===== src/rtl/bcd_display_scan.sv =====
// Time-multiplexed common-anode 7-segment scanner fed by packed BCD counters.
// Optional macro LEADING_ZERO_BLANK_EN blanks leading zero digits (digit 0 is always shown).
module bcd_display_scan #(
  parameter int N_DIGITS     = 4,
  parameter int REFRESH_DIV  = 50000,
  parameter int BLANK_CYCLES = 2
) (
  input  logic                    clk,
  input  logic                    reset,
  input  logic [4*N_DIGITS-1:0]   digits,
  input  logic [N_DIGITS-1:0]     dp,
  output logic [6:0]              seg,
  output logic                    seg_dp,
  output logic [N_DIGITS-1:0]     an
);

  localparam int CNT_W = $clog2(REFRESH_DIV);
  localparam int IDX_W = $clog2(N_DIGITS);
  localparam logic [CNT_W-1:0] CNT_LAST = CNT_W'(REFRESH_DIV - 1);
  localparam logic [IDX_W-1:0] IDX_LAST = IDX_W'(N_DIGITS - 1);

  // Active-high {g..a} pattern; anything outside 0..9 shows a dash.
  function automatic logic [6:0] bcd_to_seg(input logic [3:0] bcd);
    logic [6:0] pat;
    case (bcd)
      4'd0:    pat = 7'h3F;
      4'd1:    pat = 7'h06;
      4'd2:    pat = 7'h5B;
      4'd3:    pat = 7'h4F;
      4'd4:    pat = 7'h66;
      4'd5:    pat = 7'h6D;
      4'd6:    pat = 7'h7D;
      4'd7:    pat = 7'h07;
      4'd8:    pat = 7'h7F;
      4'd9:    pat = 7'h6F;
      default: pat = 7'h40;
    endcase
    return pat;
  endfunction

  logic [CNT_W-1:0]      cnt_q, cnt_d;
  logic [IDX_W-1:0]      idx_q, idx_d;
  logic [4*N_DIGITS-1:0] snap_dig_q;
  logic [N_DIGITS-1:0]   snap_dp_q;
  logic                  snap_en_s;
  logic [6:0]            seg_q, seg_d;
  logic                  seg_dp_q, seg_dp_d;
  logic [N_DIGITS-1:0]   an_q, an_d;
  logic                  in_blank_s;
  logic [N_DIGITS-1:0]   lz_blank_s;
  logic [3:0]            cur_dig_s;
  logic                  cur_hide_s;

  generate
    if (BLANK_CYCLES == 0) begin : g_no_blank
      assign in_blank_s = 1'b0;
    end else begin : g_blank
      localparam logic [CNT_W-1:0] BLANK_C = CNT_W'(BLANK_CYCLES);
      assign in_blank_s = (cnt_q < BLANK_C);
    end
  endgenerate

`ifdef LEADING_ZERO_BLANK_EN
  // A digit is hidden when it and every digit above it are zero, unless its dp is lit.
  always_comb begin
    logic zero_above;
    zero_above = 1'b1;
    lz_blank_s = '0;
    for (int i = N_DIGITS - 1; i >= 1; i--) begin
      zero_above    = zero_above & (snap_dig_q[4*i +: 4] == 4'h0);
      lz_blank_s[i] = zero_above & ~snap_dp_q[i];
    end
  end
`else
  assign lz_blank_s = '0;
`endif

  always_comb begin
    cnt_d     = cnt_q + {{(CNT_W-1){1'b0}}, 1'b1};
    idx_d     = idx_q;
    snap_en_s = 1'b0;
    if (cnt_q == CNT_LAST) begin
      cnt_d     = '0;
      snap_en_s = (idx_q == IDX_LAST);
      if (idx_q == IDX_LAST) begin
        idx_d = '0;
      end else begin
        idx_d = idx_q + {{(IDX_W-1){1'b0}}, 1'b1};
      end
    end else begin
      idx_d = idx_q;
    end
  end

  always_comb begin
    cur_dig_s  = snap_dig_q[{idx_q, 2'b00} +: 4];
    cur_hide_s = lz_blank_s[idx_q];
    an_d       = '1;
    if (!in_blank_s && !cur_hide_s) begin
      an_d = ~({{(N_DIGITS-1){1'b0}}, 1'b1} << idx_q);
    end else begin
      an_d = '1;
    end
    if (cur_hide_s) begin
      seg_d    = 7'h7F;
      seg_dp_d = 1'b1;
    end else begin
      seg_d    = ~bcd_to_seg(cur_dig_s);
      seg_dp_d = ~snap_dp_q[idx_q];
    end
  end

  // Scan counters, once-per-scan snapshot and registered pin drivers.
  always_ff @(posedge clk or negedge reset) begin
    if (!reset) begin
      cnt_q      <= '0;
      idx_q      <= '0;
      snap_dig_q <= '0;
      snap_dp_q  <= '0;
      seg_q      <= 7'h7F;
      seg_dp_q   <= 1'b1;
      an_q       <= '1;
    end else begin
      cnt_q    <= cnt_d;
      idx_q    <= idx_d;
      seg_q    <= seg_d;
      seg_dp_q <= seg_dp_d;
      an_q     <= an_d;
      if (snap_en_s) begin
        snap_dig_q <= digits;
        snap_dp_q  <= dp;
      end else begin
        snap_dig_q <= snap_dig_q;
        snap_dp_q  <= snap_dp_q;
      end
    end
  end

  assign seg    = seg_q;
  assign seg_dp = seg_dp_q;
  assign an     = an_q;

endmodule

===== config.mk =====
export PLATFORM = sky130hd
export DESIGN_NAME = bcd_display_scan
export DESIGN_NICKNAME = d
export VERILOG_FILES = /design/src/rtl/bcd_display_scan.sv
export SDC_FILE = /design/constraint.sdc
export NUM_CORES = 1
export LEC_CHECK = 0
export BUFFER_PORTS_ARGS = -buffer_cell sky130_fd_sc_hd__buf_2
export CELL_PAD_IN_SITES_DETAIL_PLACEMENT = 0
export CELL_PAD_IN_SITES_GLOBAL_PLACEMENT = 2
export CORE_ASPECT_RATIO = 1.2
export CORE_UTILIZATION = 39
export DETAILED_ROUTE_END_ITERATION = 12
export PLACE_DENSITY = 0.8
export SYNTH_ARGS = -nofsm -noshare
export SYNTH_HDL_FRONTEND = slang
export SYNTH_SLANG_ARGS = --single-unit

===== constraint.sdc =====
create_clock -name clk -period 2 [get_ports clk]
set_clock_uncertainty 0.05 [all_clocks]
set_input_delay 0.1 -clock clk [delete_from_list [all_inputs] [get_ports clk]]
set_output_delay 0.1 -clock clk [all_outputs]
set_load 0.05 [all_outputs]

======== After elaboration in Yosys (flattened, before gate mapping) ========
Memory sizes are Yosys's and may differ from the RTL's.
Cells that the tools add are included.
cells by class
  $add $sub $neg .......................... 2
  order comparisons ....................... 2
  eq/ne operators ......................... 2
  shift-type cells ........................ 2
  muxes and demuxes ....................... 11
  bitwise gates (word level) .............. 3
  reduce and logical (&&, ||, !) cells .... 3
operators by type and width
  cell                     count
  $add A16 B1 Y16 const B  1
  $eq A16 B16 Y1 const B   1
  $lt A16 B2 Y1 const B    1
  $mux W16                 1
  $shiftx A16 B5 Y4        1
  $mux W7                  2
  $not A7 Y7               1
  $bmux W1 S2              2
  $mux W1                  4
  $mux W4                  1
  $not A4 Y4               1
  $shl A1 B2 Y4 const A    1
  $lt A2 B3 Y1 const B     1
  $add A2 B1 Y2 const B    1
  $eq A2 B2 Y1 const B     1
  $logic_not A1 Y1         2
  $mux W2                  1
  $logic_and A1 B1 Y1      1
  $not A1 Y1               1
storage, ports and cells
  bits in registers ....................... 50
  memory bits (read-only) ................. 112
  input port bits ......................... 22
  output and inout port bits .............. 12
  logic and storage cells ................. 33
  memories ................................ 1
memories
  name              words  bits a word  rd ports  clocked after Yosys merged registers in  wr ports  line  text
  (name not given)  16     7            1         0                                        0         25    case (bcd)

======== Logic depth before layout (Yosys ltp) ========
  depth after elaboration ................. 5
  gate-level depth with buffers ........... 6
  mapped depth without buffers ............ 5

======== Worst setup path before layout ========
No wires, ideal clock.
  path type ............................... reg2reg
  from .................................... reg cnt_q[7]
  to ...................................... reg snap_dig_q[0]
  setup time .............................. 0.125 ns
  data arrival time ....................... 1.596 ns
  required time ........................... 1.825 ns
  slack ................................... 0.229 ns
  cell stages (with the launch flop) ...... 6
  buffers on the path ..................... 1
  period minus slack after synthesis ...... 1.771 ns
  cells stage by stage .................... dfrtp_1 nor4_4 nand4_2 or2_4 buf_6 mux2_4
on the way
  word-level cells in the longest chain between the ends .. 2
RTL lines
  what                      line  text
  start: declaration        41    logic [CNT_W-1:0] cnt_q, cnt_d;
  start signal: assignment  124   cnt_q <= cnt_d;
  $eq A16 B16 Y1            82    if (cnt_q == CNT_LAST) begin
  $mux W1                   82
  end signal: assignment    130   snap_dig_q <= digits;
  end signal: assignment    133   snap_dig_q <= snap_dig_q;
  end: declaration          43    logic [4*N_DIGITS-1:0] snap_dig_q;
Every way passes these cells.
A chain may end at the register's enable or synchronous reset.

======== Final worst setup path ========
  from .................................... reg idx_q[0]
  to ...................................... reg seg_q[3] (netlist: seg[3])
on the way
  word-level cells in the longest chain between the ends .. 5
  elaborated cells between the ends (all ways) .. 7
  those cells by class .................... shift (1); mux (4); bitwise (1); memory (1)
RTL lines
  what                      line  text
  start: declaration        42    logic [IDX_W-1:0] idx_q, idx_d;
  start signal: assignment  125   idx_q <= idx_d;
  $shiftx A16 B5 Y4         96    cur_dig_s = snap_dig_q[{idx_q, 2'b00} +: 4];
  $mem_v2 Z16 W7            --
  $mux W7                   104   if (cur_hide_s) begin
  $not A7 Y7                108   seg_d = ~bcd_to_seg(cur_dig_s);
  $mux W7 *                 104
  via seg_d[3]              46    logic [6:0] seg_q, seg_d;
  end signal: assignment    126   seg_q <= seg_d;
  end: declaration          46
The timed path passes the listed nets; every way through them passes the cells marked *. The select of a mux whose other input is x is not followed.

==> impl_metrics.toml <==
[routing]
dr.first_iter.drc_count = 122
viasPerCell = 4.71
ant_nets = 0
via_count = 1551
wirelength_microns = 4450
wl_per_cell_microns = 13.5
remaining_drc_errors = 0
firstDrtPassIters = 4

[power]
powerDensity_mw_per_mm2 = 634
irDropWorstVdd_uv = 353
p_leak_nw = 1.45

[synthesis]
yosysMostFrequentCell = "dfrtp_1"
async_flop_share_pct = 100
synth_top_family_by_area = "multiplexers"
ys_warn_count = 0
synth_top_area_share_pct = 39.8
synth_area_leader_cell = "dfrtp_1"
synth_ff_type = "dfrtp_1"
yosys.area_share.simple_pct = 15.2
yosys-top-cells-area = "dfrtp_1 (40%), dfstp_2 (13%), mux2_4 (13%)"
synth-xor-area-share_pct = 4.77
muxShareOfSynthArea_pct = 17.8
seq_area_frac_synth_pct = 53.0
synth_area_sq_mm = 0.00239
synth_edf_count = 0
ys_ff_latch = 50
syn_nets = 212
synth_common_cells = "dfrtp_1 (38), mux2_4 (20), nand2_1 (15)"
synth-compound-area-share_pct = 1.36
synthAdderAreaFrac_pct = 5.24
syn_inst = 180
syn_area_per_cell_sq_um = 13.3
synthDistinctLibCells = 32

[setup_path]
crit_type = "flip-flop to flip-flop"
cp_data_required_time_ns = 2.20
end_kind = "flip-flop"
critPathMaxFanout = 8
arrival_ns = 2.04
startpoint_type = "flip-flop"

[grt]
antenna_found_initial = 0
grt_util_all_layers_pct = 15.3
first_global_vias = 1524
grt_max_degree = 51
grt_pass1_wl_microns = 7390
overflow = 0

[layout]
final-seq-area_sq_mm = 0.00127
nFillCells = 537
area_growth_pct = 26.9
drive_above_1_share_pct = 37.8
fin_cells = 329
diodes = 0
multiInputGateArea_sq_mm = 0.00106
final_nets = 280

[timing]
layout_min_cycle_time_ns = 1.85
drv_slew = 0
setup-tns-final_ns = 0
fin_crit_sh_pct = 92.3
holdWs_ns = 0.258
maxSlewHeadroom_pct = 73.7
tightest_slew_ns = 0.395
clock.fmax_mhz = 542
finalHoldViolCount = 0
setup_violations = 0
rsz0062_at_grt = "false"

[floorplan]
die_height_microns = 87.7
die_w_microns = 73.4
core-area_sq_mm = 0.00578
rows = 30
dieArea_sq_mm = 0.00644
start_util_pct = 41.3
num_io_pins = 34

[clock_tree]
cts_root_buffer = "clkbuf_8"
cts_buffers = 5
cts_tree = "yes"
clockBufferDepth = 2
post_cts_resize_count = 0
numClockSinks = 50
clk_pin_slew_worst_paths_ns = 0.09
clkLatencyLatePin_ns = 0.30
ctsHtreeMaxLevel = 2

[outcome]
outcome = "finished clean"

[place]
dp.cells = 300
place_congestion = 0.710
hpwl_microns = 2950
io_buffers = 33

[min_path]
min_path_type = "primary input to async pin"

[job]
cap_violations = 0
logic make-up (layout without fill, tap and decap cells):
group                      Yosys count  count (layout)
xor gates and xnor gates            13              13
adders and majority gates           10              10
muxes                               26              26
buffers and inverters               12              81
DFF                                 50              50
and+or+nand+nor                     63              63
AOI/OAI and AO/OA                    6               6
power breakdown:
part / switching (mW) / total (mW) / internal [mW]
registers: 0.0142 / 1.07 / 1.05
clock network: 0.332 / 0.649 / 0.317
logic: 0.107 / 0.205 / 0.0979
placed cells by master, fill, tap and decap left out:
master         count
dfrtp_1           38
buf_2             33
dlygate4sd3_1     21
mux2_4            20
nand2_1           15
dfstp_2           12
nand3_1           10
nor2_1            10
ha_1              10
buf_4             10
inv_1              8
xnor2_1            8
clkbuf_8           7
mux4_2             5
xor2_1             5
nor3_1             4
nand4_1            4
nor4_1             3
and4_1             3
o21ai_0            3
nor4_4             2
and2_1             2
nor2b_1            2
a21oi_1            2
and3_1             1
nand4_2            1
or2_1              1
o31ai_1            1
nand2b_1           1
nand3b_1           1
or4_1              1
or2_4              1
or3_1              1
mux2_2             1
clkinv_4           1
buf_12             1
through the flow:
stage | utilization [%] | power (mW) | cell area, sq um | setup WS (ns)
detailed placement | 47.0 | 1.26 | 2720 | 0.143
global route | 52.4 | 2.01 | 3030 | 0.00409
CTS | 52.4 | 1.95 | 3030 | 0.120
global placement | 47.0 | 1.26 | 2720 | 0.147
finish | 52.4 | 1.92 | 3030 | 0.154
floorplan | - | 1.19 | 2390 | 0.229
flip-flops by register name, summed over array words and instances (netlist names):
| register | cells |
|---|---|
| seg | 7 |
| cnt_q | 16 |
| snap_dp_q | 4 |
| an | 4 |
| idx_q | 2 |
| seg_dp | 1 |
| snap_dig_q | 16 |
critical path: stages, from the launching register on:
cell	delay (ns)
dfrtp_1	0.54
mux4_2	0.60
inv_1	0.13
ha_1	0.25
nand2b_1	0.15
nand3_1	0.08
area by class of cell:
type | count | area share (%)
Sequential cell | 50 | 41.8
Multi-Input combinational cell | 118 | 34.9
Timing Repair Buffer | 65 | 15.5
Tap cell | 80 | 3.30
Clock buffer | 7 | 3.18
Inverter | 8 | 0.991
Clock inverter | 1 | 0.289
layer usage:
layer | wire (microns) | up-vias | global-route usage (%)
li1 | - | 757 | -
met1 | 2060 | 746 | 20.4
met2 | 2130 | 38 | 24.7
met3 | 145 | 10 | 2.76
met4 | 108 | 0 | 6.29
met5 | 0 | - | 0
what timing repair did:
item	CTS	global route
hold buffers	21	0
endpoints found under the hold margin	70	0
buffers inserted	0	0
endpoints found under the setup margin	0	0
worst paths after layout:
check | cells past startpoint | slack (ns) | to | startpoint
setup / recovery | 5 | 0.15 | seg[3]$_DFF_PN1_ | idx_q[0]$_DFFE_PN0N_
hold / removal | 3 | 0.26 | cnt_q[10]$_DFF_PN0_ | reset
setup reg to reg | 5 | 0.15 | seg[3]$_DFF_PN1_ | idx_q[0]$_DFFE_PN0N_
hold reg to reg | 1 | 0.45 | cnt_q[0]$_DFF_PN0_ | cnt_q[0]$_DFF_PN0_
max in group asynchronous | 3 | 1.36 | seg_dp$_DFF_PN1_ | reset
min in group clk | 1 | 0.45 | cnt_q[0]$_DFF_PN0_ | cnt_q[0]$_DFF_PN0_
(Power assumes the default switching activity.)
